### config.mk
export PLATFORM = sky130hd
export DESIGN_NAME = aes256_block_serializer
export DESIGN_NICKNAME = d
export VERILOG_FILES = /design/src/rtl/aes256_block_serializer.sv
export SDC_FILE = /design/constraint.sdc
export NUM_CORES = 1
export LEC_CHECK = 0
export BUFFER_PORTS_ARGS = -buffer_cell sky130_fd_sc_hd__buf_2
export CAP_MARGIN = 0
export CORE_MARGIN = 1.5
export CORE_UTILIZATION = 55
export DETAILED_ROUTE_END_ITERATION = 8
export PLACE_DENSITY = 0.76
export SLEW_MARGIN = 25
export SYNTH_ARGS = -nofsm -noshare
export SYNTH_HDL_FRONTEND = slang
export SYNTH_SLANG_ARGS = --single-unit
### constraint.sdc
create_clock -name clk_i -period 22.5 [get_ports clk_i]
set_input_delay 2.25 -clock clk_i [delete_from_list [all_inputs] [get_ports clk_i]]
set_output_delay 2.25 -clock clk_i [all_outputs]
set_load 0.02 [all_outputs]
### src/rtl/aes256_block_serializer.sv
`default_nettype none
// +--------------------------------------------------------------------------+
// | aes256_block_serializer: 2-slot ping-pong buffer for 128-bit ciphertext  |
// | blocks, streamed out MSB-byte first on a byte-wide AXI-Stream master.    |
// | Revision: 1.0                                                            |
// +--------------------------------------------------------------------------+
module aes256_block_serializer #(
   parameter int CNT_W = 16
) (
   input  logic             clk_i,
   input  logic             rst_i,
   input  logic [127:0]     blk_data_i,
   input  logic             blk_valid_i,
   input  logic             blk_last_i,
   output logic             blk_ready_o,
   output logic [7:0]       axis_tdata_o,
   output logic             axis_tvalid_o,
   output logic             axis_tlast_o,
   input  logic             axis_tready_i,
   output logic             busy_o,
   output logic [CNT_W-1:0] blocks_sent_o
);

   typedef enum logic [1:0] {
      EMPTY = 2'd0,
      ONE   = 2'd1,
      FULL  = 2'd2
   } occ_e;

   occ_e              state_q, state_d;
   logic [1:0][127:0] slot_data_q, slot_data_d;
   logic [1:0]        slot_last_q, slot_last_d;
   logic              wr_ptr_q, wr_ptr_d;
   logic              rd_ptr_q, rd_ptr_d;
   logic [3:0]        byte_idx_q, byte_idx_d;
   logic [CNT_W-1:0]  cnt_q, cnt_d;

   logic              w_push, w_beat, w_pop;
   logic [127:0]      w_rd_blk;
   logic [6:0]        w_bit_lo;

   // Ready and valid decode from registered occupancy only, so there is no
   // path from axis_tready_i to blk_ready_o.
   assign blk_ready_o   = (state_q != FULL);
   assign axis_tvalid_o = (state_q != EMPTY);
   assign busy_o        = axis_tvalid_o;
   assign blocks_sent_o = cnt_q;

   assign w_push = blk_valid_i & blk_ready_o;
   assign w_beat = axis_tvalid_o & axis_tready_i;
   assign w_pop  = w_beat & (&byte_idx_q);

   // Byte k sits at bits [127-8k -: 8]; low bit index is 8*(15-k) = {~k,3'b0}.
   assign w_rd_blk     = slot_data_q[rd_ptr_q];
   assign w_bit_lo     = {~byte_idx_q, 3'b000};
   assign axis_tdata_o = axis_tvalid_o ? w_rd_blk[w_bit_lo +: 8] : 8'h00;
   assign axis_tlast_o = axis_tvalid_o & (&byte_idx_q) & slot_last_q[rd_ptr_q];

   always_comb begin
      state_d     = state_q;
      slot_data_d = slot_data_q;
      slot_last_d = slot_last_q;
      wr_ptr_d    = wr_ptr_q;
      rd_ptr_d    = rd_ptr_q;
      byte_idx_d  = byte_idx_q;
      cnt_d       = cnt_q;

      if (w_push) begin
         slot_data_d[wr_ptr_q] = blk_data_i;
         slot_last_d[wr_ptr_q] = blk_last_i;
         wr_ptr_d              = ~wr_ptr_q;
      end

      if (w_beat) begin
         byte_idx_d = byte_idx_q + 4'd1;
      end

      if (w_pop) begin
         rd_ptr_d = ~rd_ptr_q;
         cnt_d    = cnt_q + CNT_W'(1);
      end

      case (state_q)
         EMPTY:   if (w_push)            state_d = ONE;
         ONE:     if (w_push && !w_pop)  state_d = FULL;
                  else if (!w_push && w_pop) state_d = EMPTY;
         FULL:    if (w_pop)             state_d = ONE;
         default:                        state_d = EMPTY;
      endcase
   end

   always_ff @(posedge clk_i or posedge rst_i) begin
      if (rst_i) begin
         state_q     <= EMPTY;
         slot_data_q <= '0;
         slot_last_q <= '0;
         wr_ptr_q    <= 1'b0;
         rd_ptr_q    <= 1'b0;
         byte_idx_q  <= 4'd0;
         cnt_q       <= '0;
      end else begin
         state_q     <= state_d;
         slot_data_q <= slot_data_d;
         slot_last_q <= slot_last_d;
         wr_ptr_q    <= wr_ptr_d;
         rd_ptr_q    <= rd_ptr_d;
         byte_idx_q  <= byte_idx_d;
         cnt_q       <= cnt_d;
      end
   end

endmodule
`default_nettype wire

==> Word-level counts from Yosys, hierarchy flattened <==
Cells that the tools add are included.
{ "word_totals": {"regBits": 282, "input_bits": 133, "output_inout_bits": 28, "wordCells": 53} }
{ "op_classes": {"addsub": 2, "n_lt_le_gt_ge": 3, "n_eq_ne": 6, "n_shift": 1, "n_mux": 16, "bitwise": 8, "n_reduce_logical": 9} }
{ "op_table": {"columns": ["cell", "n"], "rows": [
  ["two-way mux 128 bit", 3],
  ["bitwise mux 256 bit", 1],
  ["demux 128 bit (select 1 bit)", 1],
  ["variable part select 128 x 8 -> 8 bit", 1],
  ["adder 16 x 1 -> 16 bit, second input constant", 1],
  ["two-way mux 2 bit", 4],
  ["two-way mux 8 bit", 1],
  ["!= test 2 bit, second input constant", 3],
  ["case mux 2 bit (3 select lines)", 1],
  ["AND 1 bit", 5],
  ["adder 4 x 1 -> 4 bit, second input constant", 1],
  ["< comparator 1 x 2 -> 1 bit, second input constant", 2],
  ["NOT 4 bit", 1],
  ["AND reduction 4 bit", 1],
  ["logical AND 1 bit", 3],
  ["two-way mux 1 bit", 3],
  ["!= test 3 bit, second input constant", 1],
  ["AND reduction 3 bit", 1],
  ["bitwise mux 2 bit", 1],
  ["== test 2 x 1 -> 1 bit, second input constant", 1],
  ["== test 2 bit, second input constant", 1],
  ["zero test 1 bit", 2],
  ["zero test 2 bit", 1],
  ["NOT 1 bit", 2],
  ["3 further kinds", 3]
]} }

==> Depth between registers and ports, before layout <==
{ "depth": {"ltp_word": 7, "ltp_mapped": 6, "ltp_nobuf": 5} }

==> Worst setup path after synthesis <==
Ideal clock, no wire load.
{ "synth_path": {"path_kind": "register to output", "from": "reg byte_idx_q[0]", "to": "out axis_tdata_o[0]", "t_arrival_ns": 1.746, "required_ns": 20.250, "slack_ns": 18.504, "stages_incl_launch_ff": 7, "cell_sequence": "dfrtp_1 buf_4 buf_4 buf_2 and2b_1 a22oi_1 a31oi_1"} }
{ "synth_via": {"elab_chain_cells": 3} }
{ "synth_lines": {"columns": ["element", "line_no", "text"], "rows": [
  ["from (decl)", "35", "logic [3:0] byte_idx_q, byte_idx_d;"],
  ["from (signal assigned)", "107", "byte_idx_q <= byte_idx_d;"],
  ["NOT 4 bit", "55", "assign w_bit_lo = {~byte_idx_q, 3'b000};"],
  ["variable part select 128 x 8 -> 8 bit", "56", "assign axis_tdata_o = axis_tvalid_o ? w_rd_blk[w_bit_lo +: 8] : 8'h00;"],
  ["two-way mux 8 bit", "56", null],
  ["to (decl)", "16", "output logic [7:0] axis_tdata_o,"]
]} }
No other way between the ends.

==> Worst setup path after layout <==
{ "layout_path": {"from": "reg rd_ptr_q", "to": "out axis_tdata_o[3]"} }
{ "layout_via": {"elab_chain_cells": 4} }
{ "layout_lines": {"columns": ["element", "line_no", "text"], "rows": [
  ["from (decl)", "34", "logic rd_ptr_q, rd_ptr_d;"],
  ["from (signal assigned)", "106", "rd_ptr_q <= rd_ptr_d;"],
  ["two-way mux 128 bit (not written as such) (2 in a row)", "54", "assign w_rd_blk = slot_data_q[rd_ptr_q];"],
  ["variable part select 128 x 8 -> 8 bit", "56", null],
  ["two-way mux 8 bit", "56", null]
]} }
No other way between the ends. The select of a mux whose other input is x is not followed.

==> reports/results.tsv <==
metric	value	unit
status	complete, no violations	
setup_viol	0	
numPlacedInstances	1195	
setup_tns	0	ps
die_area	0.0240	sq mm
p_int	1.60	mW
grt_use_total	22.8	%
yosys_warnings	0	
tightestPinTransition	1000	ps
rsz0062_at_grt	no	
skew	5.74	ps
startpoint	rd_ptr_q$_DFFE_PP0P_	
root_buffer	clkbuf_16	
drtAntennaViolNets	0	
clock_latency	540	ps
drv_cap	0	
ir_worst_vdd	0.0000981	V
post_cts.repair.setup_buffers	0	
grt.busiest_layer	met2	
ctsHoldBuffers	0	
synth_seq_cells	282	
arrival	3340	ps
ioPinCount	161	
final_nets	1078	
cts_tree	yes	
p_switching	0.703	mW
num_vias	7325	
p_leak	6.42	nW
cts_inserted_buffers	30	
p_clk_share	23.7	%
report.final.slew_viol_count	0	
synth_area	0.0127	sq mm
drc	0	
fmax	179	MHz
seqPwrFrac	39.5	%
max_slew_margin	33.3	%
drt-pass1-iter-count	4	
start_util	56.0	%
synth_edf_count	0	
core_area	0.0226	sq mm
final_cell_count_no_fill	1257	
synthFlopType	dfrtp_1	
min_from	blocks_sent_o[15]$_DFFE_PP0P_	
overflow	0	
min_path_type	reg2reg	
power_density	155	mW/mm^2
grt_start_max_net_pins	136	
die_y	155	um
start_kind	flop	
yosysSeqAreaShare	55.7	%
grt_pass1_wl	42700	um
ctsResizeCount	0	
gr-usage-met2	36.8	%
swShare	30.6	%
synth_cells	793	
synth_nets	928	
path_max_fanout	55	
final.period_utilization	24.9	%
clk_pin_slew_worst_paths	60	ps
fin_crit	5590	ps
hpwl	17200	um
worstReg2RegStart	byte_idx_q[1]$_DFFE_PP0P_	
cts.sinks	282	
pwr-share-comb	36.8	%
antenna_found_initial	5	
critPathCaptureType	output pin	
grt_pass1_vias	7816	
hold_violations	0	
htreeDepth	1	
fp-row-count	55	
drtIter0Drc	525	
drive_above_1_share	57.9	%
cts_max_path_buffers	3	
wl_per_cell	20.9	um
wirelength	26300	um
ys_async_sr_fraction	100	%
worstPathRequired	20250	ps
met3_usage	5.18	%
syn_to_final_growth	16.9	%
port_buffers	160	
routed_via_density	5.83	
gp_congestion	0.775	
die_width	155	um
synth.distinct_cells	36	
synth.avg_cell_area	16.0	sq um
path_class	reg2out	
grt_use_met1	31.7	%
## path summary, 6_finish.rpt
kind,endpoint,slack [ps],depth (start not counted)
min,blocks_sent_o[15]$_DFFE_PP0P_,470,1
min reg2reg,blocks_sent_o[15]$_DFFE_PP0P_,470,1
min in group asynchronous,slot_data_q[245]$_DFFE_PP0P_,1870,2
max reg2reg,blocks_sent_o[13]$_DFFE_PP0P_,19490,6
max in group asynchronous,byte_idx_q[1]$_DFFE_PP0P_,18370,4
max,axis_tdata_o[3],16910,6
## kinds of logic (layout without fill, tap and decap cells)
| kind of cell | count (synthesis) | count (layout) | synth area share, % |
|---|---|---|---|
| flops | 282 | 282 | 55.7 |
| mux | 348 | 348 | 36.4 |
| simple gates | 58 | 58 | 2.39 |
| compound gates | 28 | 28 | 1.60 |
| xor+xnor | 21 | 21 | 1.45 |
| other cells | 0 | 5 | 0 |
| buf+inv | 54 | 228 | 2.25 |
| fa+ha+maj | 2 | 2 | 0.197 |
## layer usage
layer	share of wire, %	up-vias	wire (um)
li1	-	3271	-
met1	43	3822	11400
met2	48	176	12700
met3	6.0	52	1590
met4	2.3	4	604
met5	0.10	-	27
## power groups by stage
stage | logic [mW] | clock network [mW] | registers, mW
6_report | 0.847 | 0.545 | 0.908
5_1_grt | 0.913 | 0.577 | 0.940
4_1_cts | 0.855 | 0.556 | 0.907
3_5_place_dp | 0.849 | 0 | 0.913
3_3_place_gp | 0.830 | 0 | 0.903
2_1_floorplan | 0.707 | 0 | 0.844
## cell usage in the layout (no fill, tap or decap), drive strengths merged, types with 3 or more instances in the layout
master	count
dfrtp	282
mux2	264
buf	169
mux4	64
clkbuf	42
nand2	22
mux2i	20
xnor2	12
xor2	9
a22oi	8
clkinv	7
nor2	7
bufinv	6
nand3	6
diode	5
and3	5
a221o	5
a31oi	5
nor3	5
a21oi	4
nor2b	3
o211ai	3
nand4	3
inv	3
## state kept, by name, indices dropped and copies added, names as in the netlist
register and flops:
wr_ptr_q 1, slot_last_q 2, byte_idx_q 4, state_q 2, slot_data_q 256, rd_ptr_q 1, blocks_sent_o 16
## synth_stat cells, types with 2 or more instances
master / n / area share [%]
buf_2: 33 / 1.3
nor3_1: 2 / 0.079
nand3_1: 5 / 0.20
nor2_1: 7 / 0.21
nand4_1: 3 / 0.15
mux4_2: 64 / 11
ha_1: 2 / 0.20
buf_4: 11 / 0.65
o211ai_1: 3 / 0.18
a31oi_1: 5 / 0.25
nor2b_1: 3 / 0.15
clkbuf_1: 6 / 0.18
a221o_1: 5 / 0.39
nor3_2: 3 / 0.24
and3_1: 5 / 0.25
mux2i_1: 20 / 1.6
mux2_2: 264 / 23
dfrtp_1: 282 / 56
inv_1: 3 / 0.089
xnor2_1: 12 / 0.83
xor2_1: 9 / 0.62
a22oi_1: 8 / 0.47
a21oi_1: 4 / 0.16
nand2_1: 22 / 0.65
## worst max-delay path, cell delays in order (launching register included)
cell and delay [ps]:
dfrtp_4 530, buf_4 780, mux4_2 610, mux2i_1 230
o211ai_1 180, and3_1 250, buf_2 170
## area by class of cell
class,count,area [sq um]
diodes,5,12.5
clock buffers,42,897
clock inverters,14,223
fillers,1622,7830
inverters,3,18.8
multi-input cells,457,5350
flip-flops and latches,282,7070
well taps,285,357
repair buffers,169,892
## per-stage QoR
stage | instance area, sq um | power, mW | setup WS (ps) | util [%] | hold slack, ps
after CTS | 14800 | 2.32 | 16870 | 65.2 | 469
after global routing | 14800 | 2.43 | 16730 | 65.4 | 490
final | 14800 | 2.30 | 16910 | 65.4 | 466
after detailed placement | 13700 | 1.76 | 17380 | 60.3 | 453
after floorplan | 12700 | 1.55 | 12470 | - | 468
after global placement | 13700 | 1.73 | 17390 | 60.3 | 453
Power figures use the tool's default switching activity.
